==> src/rtl/fpga_cfg_pkg.sv <==
// Shared types and sizing helpers for the fabric configuration loader.
// Imported by cfg_piso and fpga_config_loader.
package fpga_cfg_pkg;

    typedef enum logic [2:0] {
        IDLE,
        LOAD,
        SHIFT,
        LATCH,
        DONE
    } state_t;

    localparam int DEF_WORD_W    = 32;
    localparam int DEF_CHAIN_LEN = 4096;

    function automatic int clog2(input int value);
        int r;
        r = 0;
        while ((1 << r) < value) r++;
        return (r == 0) ? 1 : r;
    endfunction

endpackage

==> src/rtl/fpga_config_loader_piso.sv <==
// Word-wide parallel-in/serial-out register for the configuration loader.
// Load presents bit 0 externally; the register keeps the remaining bits.
module cfg_piso
    import fpga_cfg_pkg::*;
#(
    parameter int WORD_W = DEF_WORD_W,
    parameter int IDX_W  = clog2(WORD_W + 1)
) (
    input  logic              clk,
    input  logic              rst_n,
    input  logic              i_load,
    input  logic              i_shift,
    input  logic [WORD_W-1:0] i_data,
    output logic              o_bit,
    output logic [IDX_W-1:0]  o_idx
);

    logic [WORD_W-1:0] r_sreg;
    logic [IDX_W-1:0]  r_idx;

    // r_idx counts bits of the current word already issued to the chain
    always_ff @(posedge clk or negedge rst_n) begin
        if (!rst_n) begin
            r_sreg <= '0;
            r_idx  <= '0;
        end else if (i_load) begin
            r_sreg <= i_data >> 1;
            r_idx  <= IDX_W'(1);
        end else if (i_shift) begin
            r_sreg <= r_sreg >> 1;
            r_idx  <= r_idx + IDX_W'(1);
        end
    end

    assign o_bit = r_sreg[0];
    assign o_idx = r_idx;

endmodule

==> src/rtl/fpga_config_loader.sv <==
// Serial configuration chain loader: words in, cen/shift_in/cset out.
// Optional readback of the chain output is enabled by CFG_READBACK_EN.
module fpga_config_loader
    import fpga_cfg_pkg::*;
#(
    parameter int WORD_W      = DEF_WORD_W,
    parameter int CHAIN_LEN   = DEF_CHAIN_LEN,
    parameter int CSET_CYCLES = 1,
    parameter int CNT_W       = 16
) (
    input  logic              clk,
    input  logic              rst_n,
    input  logic              start,
    input  logic              abort,
    input  logic [WORD_W-1:0] cfg_data,
    input  logic              cfg_valid,
    output logic              cfg_ready,
    output logic              cfg_cen,
    output logic              cfg_shift,
    output logic              cfg_set,
    output logic              busy,
    output logic              done,
`ifdef CFG_READBACK_EN
    input  logic              chain_in,
    output logic [WORD_W-1:0] rb_data,
    output logic              rb_valid,
`endif
    output logic [CNT_W-1:0]  bits_sent
);

    localparam int IDX_W = clog2(WORD_W + 1);
    localparam int SET_W = clog2(CSET_CYCLES + 1);

    state_t           r_state;
    logic             r_ready;
    logic             r_cen;
    logic             r_shift;
    logic             r_set;
    logic             r_busy;
    logic             r_done;
    logic [CNT_W-1:0] r_bits;
    logic [SET_W-1:0] r_set_cnt;

    logic             w_bit;
    logic [IDX_W-1:0] w_idx;
    logic             w_last;
    logic             w_word_end;
    logic             w_load;
    logic             w_issue;
    logic [CNT_W-1:0] w_bits_inc;

    assign w_last     = (r_bits == CNT_W'(CHAIN_LEN));
    assign w_word_end = (w_idx == IDX_W'(WORD_W));
    assign w_load     = (r_state == LOAD) && cfg_valid && !abort;
    assign w_issue    = (r_state == SHIFT) && !abort && !w_last && !w_word_end;
    assign w_bits_inc = w_last ? r_bits : r_bits + CNT_W'(1);

    cfg_piso #(
        .WORD_W (WORD_W),
        .IDX_W  (IDX_W)
    ) u_piso (
        .clk     (clk),
        .rst_n   (rst_n),
        .i_load  (w_load),
        .i_shift (w_issue),
        .i_data  (cfg_data),
        .o_bit   (w_bit),
        .o_idx   (w_idx)
    );

    // SHIFT cycles coincide with cfg_cen=1; outputs are set on the entry edge
    always_ff @(posedge clk or negedge rst_n) begin
        if (!rst_n) begin
            r_state   <= IDLE;
            r_ready   <= 1'b0;
            r_cen     <= 1'b0;
            r_shift   <= 1'b0;
            r_set     <= 1'b0;
            r_busy    <= 1'b0;
            r_done    <= 1'b0;
            r_bits    <= '0;
            r_set_cnt <= '0;
        end else if (abort) begin
            r_state   <= IDLE;
            r_ready   <= 1'b0;
            r_cen     <= 1'b0;
            r_shift   <= 1'b0;
            r_set     <= 1'b0;
            r_busy    <= 1'b0;
            r_done    <= 1'b0;
            r_set_cnt <= '0;
        end else begin
            unique case (r_state)
                IDLE, DONE: begin
                    if (start) begin
                        r_state <= LOAD;
                        r_ready <= 1'b1;
                        r_busy  <= 1'b1;
                        r_done  <= 1'b0;
                        r_bits  <= '0;
                    end
                end
                LOAD: begin
                    if (cfg_valid) begin
                        r_state <= SHIFT;
                        r_ready <= 1'b0;
                        r_cen   <= 1'b1;
                        r_shift <= cfg_data[0];
                        r_bits  <= w_bits_inc;
                    end
                end
                SHIFT: begin
                    if (w_last) begin
                        r_state   <= LATCH;
                        r_cen     <= 1'b0;
                        r_shift   <= 1'b0;
                        r_set     <= 1'b1;
                        r_set_cnt <= '0;
                    end else if (w_word_end) begin
                        r_state <= LOAD;
                        r_cen   <= 1'b0;
                        r_shift <= 1'b0;
                        r_ready <= 1'b1;
                    end else begin
                        r_shift <= w_bit;
                        r_bits  <= w_bits_inc;
                    end
                end
                LATCH: begin
                    if (r_set_cnt == SET_W'(CSET_CYCLES - 1)) begin
                        r_state <= DONE;
                        r_set   <= 1'b0;
                        r_busy  <= 1'b0;
                        r_done  <= 1'b1;
                    end else begin
                        r_set_cnt <= r_set_cnt + SET_W'(1);
                    end
                end
                default: r_state <= IDLE;
            endcase
        end
    end

    assign cfg_ready = r_ready;
    assign cfg_cen   = r_cen;
    assign cfg_shift = r_shift;
    assign cfg_set   = r_set;
    assign busy      = r_busy;
    assign done      = r_done;
    assign bits_sent = r_bits;

`ifdef CFG_READBACK_EN
    logic [WORD_W-1:0] r_rb_acc;
    logic [WORD_W-1:0] r_rb_data;
    logic              r_rb_valid;
    logic [WORD_W-1:0] w_rb_word;

    // Bit position tracks the bit currently on the chain: w_idx - 1
    assign w_rb_word = r_rb_acc
                     | (WORD_W'(chain_in) << (w_idx - IDX_W'(1)));

    always_ff @(posedge clk or negedge rst_n) begin
        if (!rst_n) begin
            r_rb_acc   <= '0;
            r_rb_data  <= '0;
            r_rb_valid <= 1'b0;
        end else begin
            r_rb_valid <= 1'b0;
            if (abort) begin
                r_rb_acc <= '0;
            end else if (r_cen) begin
                if (w_word_end || w_last) begin
                    r_rb_data  <= w_rb_word;
                    r_rb_valid <= 1'b1;
                    r_rb_acc   <= '0;
                end else begin
                    r_rb_acc <= w_rb_word;
                end
            end
        end
    end

    assign rb_data  = r_rb_data;
    assign rb_valid = r_rb_valid;
`endif

endmodule

==> config.mk <==
export PLATFORM = sky130hd
export DESIGN_NAME = fpga_config_loader
export DESIGN_NICKNAME = d
export VERILOG_FILES = /design/src/rtl/fpga_cfg_pkg.sv /design/src/rtl/fpga_config_loader_piso.sv /design/src/rtl/fpga_config_loader.sv
export SDC_FILE = /design/constraint.sdc
export NUM_CORES = 1
export LEC_CHECK = 0
export BUFFER_PORTS_ARGS = -buffer_cell sky130_fd_sc_hd__clkbuf_2
export CELL_PAD_IN_SITES_DETAIL_PLACEMENT = 0
export CELL_PAD_IN_SITES_GLOBAL_PLACEMENT = 1
export CORE_ASPECT_RATIO = 0.6
export CORE_UTILIZATION = 45
export CTS_CLUSTER_DIAMETER = 200
export DETAILED_ROUTE_END_ITERATION = 12
export PLACE_DENSITY = 0.85
export SETUP_SLACK_MARGIN = 0.2
export SLEW_MARGIN = 20
export SYNTH_ARGS = -nofsm -noshare
export SYNTH_HDL_FRONTEND = slang
export SYNTH_SLANG_ARGS = --single-unit
==> constraint.sdc <==
create_clock -name clk -period 4.6 [get_ports clk]
set_input_delay 0.69 -clock clk [delete_from_list [all_inputs] [get_ports clk]]
set_output_delay 0.69 -clock clk [all_outputs]
set_load 0.01 [all_outputs]
==> results.yml, run 1 <==
power_and_ir_drop:
  ir_drop_uv: 245
  p_per_area_nw_per_um2: 500
  p_leak_nw: 1.80
placement:
  place_ws_ns: 2.00
  dpl.cell_count: 459
  dp_hpwl_mm: 5.06
  gp_congestion: 0.811
  port_buffers: 58
  place_area_um2: 3410
global_routing:
  grt_overflow_total: 0
  grt_pass1_wl_mm: 12.3
  grt_pass1_vias: 2405
  busiest_layer: "met1"
  grt_max_degree: 36
  grt_util_met2_pct: 29.2
  antenna_found_initial: 0
  track_usage_pct: 23.3
  use_met1_pct: 36.2
  gr-usage-met3_pct: 8.18
setup_path:
  crit_path_end_kind: "register"
  cp_cell_sequence: "inv_1 -> ha_1 -> nor3b_1 -> and4_1 -> o21a_1 -> nand2_1 -> nand2_1"
  r2r.worst_path.cells: 7
  r2r-start: "bits_sent[0]"
  cp_max_fo: 30
  crit_type: "register to register"
  cp_top_family: "simple AND/OR/NAND/NOR gates"
  r2r_setup_slack_ns: 2.02
  slowest_stage: "o21a_1"
  critPathBufInv: 1
  crit_top_cell: "nand2_1"
  max_stage_delay_ns: 0.90
  cp-start-kind: "register"
  cp.required_ns: 4.86
  r2r_end: "u_piso.r_sreg[9]"
  critical_path_arrival_ns: 2.84
yosys:
  ys_ff_latch: 62
  synth_edf_count: 0
  synth.area.top_cells: "dfrtp_1, nand2_1, a22oi_1"
  synth.distinct_cells: 48
  synth_seq_area_share_pct: 50.6
  synthTopCellsByCount: "nand2_1, dfrtp_1, a22oi_1, o21ai_0, clkbuf_1"
  async_flop_share_pct: 100
  synth_ff_type: "dfrtp_1"
  synth_top_area_share_pct: 50.6
  synth_area_um2: 3070
  yosysMostFrequentCell: "nand2_1"
  synthesis.nets: 374
  syn_inst: 333
  yosys_warnings: 0
  yosysTopAreaCell: "dfrtp_1"
  syn_area_per_cell_um2: 9.22
finish:
  n_antenna_cell: 0
  nFillCells: 570
  final_cells: 475
  area_growth_pct: 21.4
  final_nets: 427
  utilization_pct: 58.9
  drive_above_1_share_pct: 21.2
  design_area_um2: 3730
cts:
  cts_tree: "yes"
  clkSinkCount: 62
  clk_latency_ns: 0.33
  cts_root_buf: "clkbuf_16"
  clk_path_buf_depth: 2
  cts_hold_buf: 0
  cts.clk_slew.worst_paths_ns: 0.05
  cts_buffers: 9
  cts.htree.levels: 3
  cts_resized: 0
  cts_setup_buffers: 0
routing:
  ant_nets: 0
  drc: 0
  first_iter_violations: 181
  routedWlPerCell_um: 15.7
  num_vias: 2746
  wirelength_mm: 7.44
  vias_per_cell: 5.78
  drt_pre_antenna_iters: 5
timing:
  setup_viol: 0
  rsz0062_at_grt: "false"
  slew_headroom_pct: 30.7
  worst_pin_slew_ns: 1.04
  clock_skew_ns: 0.00617
  hold_viol: 0
  timing.setup.tns_ns: 0
  drv_slew: 0
  period_minus_slack_ns: 2.58
  fin_ws_ns: 2.02
  finalCritPeriodShare_pct: 56.1
  maxClockFrequency_mhz: 388
status:
  outcome: "finished, final reports clean"
floorplanning:
  start_util_pct: 48.5
  core_region_area_um2: 6330
  dieArea_um2: 7170
  io_pins: 59
  dieHeight_um: 66.0
  row_count: 22
  die_x_um: 109
job:
  cap_viol_max_count: 0
hold_path:
  hold_path_class: "primary input to asynchronous set/reset pin"
[layer usage]
layer / wire (um) / part of all wire, % / vias up
met3: 430 / 5.8 / 7
met2: 2910 / 39 / 79
met4: 78 / 1.0 / 0
li1: - / - / 1319
met1: 4020 / 54 / 1341
met5: 0 / 0 / -
[final cells by class]
type	count	area, um2	area share (%)
Sequential cell	62	1550	41.6
Multi-Input combinational cell	242	1400	37.7
Timing Repair Buffer	61	313	8.39
Clock buffer	10	229	6.15
Tap cell	84	105	2.82
Clock inverter	6	86.3	2.32
Inverter	10	37.5	1.01
[sequential cells by signal, summed over array words and instances, names as in the netlist, 3 cells and up]
name	cells
u_piso.o_idx	6
r_state	3
bits_sent	16
u_piso.r_sreg	31
[power by group]
part / internal [mW] / total, mW / switching (mW)
clock network: 0.473 / 0.711 / 0.238
registers: 0.700 / 0.808 / 0.108
logic: 0.145 / 0.343 / 0.198
total: 1.32 / 1.86 / 0.544
[kinds of logic after synthesis]
| kind of cell | Yosys count | share of synthesized area (%) |
|---|---|---|
| mux | 4 | 1.35 |
| buf+inv | 29 | 3.95 |
| xor+xnor | 2 | 0.571 |
| flops | 62 | 50.6 |
| fa+ha+maj | 4 | 1.63 |
| compound gates | 95 | 20.7 |
| simple gates | 137 | 21.3 |
[worst max-delay path by stage]
stage / depth (start not counted) / to / startpoint / slack (ns)
floorplan: 7 / bits_sent[14] / abort / 2.32
global placement: 7 / u_piso.r_sreg[12] / abort / 2.04
detailed placement: 7 / u_piso.r_sreg[12] / abort / 2.00
CTS: 7 / u_piso.r_sreg[9] / bits_sent[0] / 2.02
global route: 5 / u_piso.r_sreg[23] / bits_sent[10] / 1.77
finish: 7 / u_piso.r_sreg[9] / bits_sent[0] / 2.02
[per-stage QoR]
step	total power, mW	hold slack, ns
floorplan	1.04	0.394
global placement	1.14	0.460
detailed placement	1.16	0.464
CTS	1.88	0.420
global route	1.99	0.439
finish	1.86	0.403
[cell usage in the layout (no fill, tap or decap), types with 9 or more instances in the layout]
master	n
a21oi_1	9
a22oi_1	30
nor2_1	9
clkbuf_2	58
o21ai_0	23
dfrtp_1	62
nand2_1	82
clkbuf_16	9
inv_1	10
Note: power is estimated with default switching activity, not from simulation.
==> run 2, diff against run 1 <==
Settings changed: CORE_UTILIZATION 45 to 38, PLACE_DENSITY 0.85 to 0.76.
Clock period 4.6 ns to 2.2 ns, I/O delays scaled along.
==> results.yml, run 2 (same netlist as run 1, synthesis figures left out) <==
finish:
  layout_common_cells: "nand2_1, dfrtp_1, clkbuf_2"
  area_growth_pct: 31.3
  n_antenna_cell: 0
  final_nets: 457
  final_cells: 525
  largest_reg_flops: 31
  layout_commonest_cell: "nand2_1"
  drive_above_1_share_pct: 28.7
  largest_register: "u_piso.r_sreg"
floorplanning:
  dieArea_um2: 8450
  row_count: 24
  die_x_um: 118
  start_util_pct: 40.7
  core_region_area_um2: 7540
  dieHeight_um: 71.6
  io_pins: 59
setup_path:
  cp.required_ns: 2.45
  critical_path_arrival_ns: 2.21
  crit_type: "register to register"
  crit_path_end_kind: "register"
  cp_max_fo: 9
  cp-start-kind: "register"
timing:
  timing.setup.tns_ns: 0
  clock_skew_ns: 0.00452
  worst_pin_slew_ns: 0.376
  period_minus_slack_ns: 1.96
  rsz0062_at_grt: "false"
  maxClockFrequency_mhz: 510
  slew_headroom_pct: 74.8
  finalCritPeriodShare_pct: 89.2
  drv_slew: 0
  setup_viol: 0
  hold_viol: 0
global_routing:
  grt_max_degree: 63
  antenna_found_initial: 0
  grt_pass1_vias: 2567
  grt_pass1_wl_mm: 13.2
  grt_overflow_total: 0
  track_usage_pct: 20.3
cts:
  clkSinkCount: 62
  cts_hold_buf: 0
  clk_latency_ns: 0.33
  clk_path_buf_depth: 2
  cts_tree: "yes"
  cts.clk_slew.worst_paths_ns: 0.05
  cts_buffers: 9
  cts.htree.levels: 3
  cts_root_buf: "clkbuf_16"
power_and_ir_drop:
  internal_power_mw: 2.78
  clkPwrFrac_pct: 36.4
  power.share.combinational_pct: 21.2
  p_switching_mw: 1.16
  p_leak_nw: 1.98
  p_per_area_nw_per_um2: 977
  switching_share_pct: 29.5
  sequentialPowerShare_pct: 42.4
  ir_drop_uv: 340
placement:
  dpl.cell_count: 505
  port_buffers: 58
  gp_congestion: 0.837
  dp_hpwl_mm: 5.42
status:
  outcome: "finished, final reports clean"
routing:
  wirelength_mm: 8.11
  vias_per_cell: 5.35
  first_iter_violations: 163
  num_vias: 2811
  drc: 0
  ant_nets: 0
  drt_pre_antenna_iters: 5
  routedWlPerCell_um: 15.4
job:
  cap_viol_max_count: 0
hold_path:
  hold_path_class: "primary input to asynchronous set/reset pin"
## run 2: layout make-up
class	count	area, um2
fillers	723	3510
flip-flops and latches	62	1550
multi-input cells	243	1440
repair buffers	90	568
clock buffers	13	260
well taps	104	130
clock inverters	3	42.5
inverters	10	37.5
## run 2: routing by layer
| metal | wire length [um] | vias up | GRT usage (%) | share of wire (%) |
|---|---|---|---|---|
| met5 | 0 | - | 0 | 0 |
| li1 | - | 1374 | - | - |
| met4 | 57 | 0 | 7.69 | 0.70 |
| met3 | 400 | 7 | 6.37 | 4.9 |
| met2 | 3190 | 68 | 25.6 | 39 |
| met1 | 4460 | 1362 | 31.5 | 55 |
## run 2: repair_timing
item,CTS,global route
gates cloned,0,1
endpoints found under the setup margin,43,47
setup buffers,0,3
gates resized for setup,5,10
pin swaps,0,2
## run 2: final timing paths
path	from	to	slack, ns	cells after the start
min in group clk	cfg_data[10]	u_piso.r_sreg[9]	0.23	3
setup / recovery	r_state[0]	u_piso.o_idx[3]	0.24	4
hold reg to reg	u_piso.r_sreg[0]	u_piso.r_sreg[0]	0.47	2
setup reg to reg	r_state[0]	u_piso.o_idx[3]	0.24	4
max in group asynchronous	rst_n	bits_sent[11]	1.90	2
hold / removal	rst_n	busy	0.0003	2
## run 2: worst max-delay path, cell delays in order (launching register included)
cell and delay, ns:
dfrtp_2 0.45, or3b_4 0.46, or4_4 0.52, or3_1 0.32, a21oi_1 0.14
## run 2: metrics by stage
step	area, um2	setup WS, ns	hold slack, ns	utilization (%)	power, mW
after floorplan	3070	0.265	0.0344	-	2.17
after CTS	3970	0.203	0.0198	52.6	3.94
after detailed placement	3650	0.110	0.374	48.4	2.47
final	4030	0.238	0.000294	53.5	3.94
after global placement	3650	0.0768	0.374	48.4	2.45
after global routing	4030	0.206	0.0270	53.5	4.19
## run 2: power groups by stage
stage	sequential [mW]	combinational, mW	clock (mW)
global placement	1.67	0.776	0
global route	1.72	0.967	1.51
finish	1.67	0.834	1.43
detailed placement	1.68	0.794	0
CTS	1.67	0.803	1.47
floorplan	1.65	0.518	0
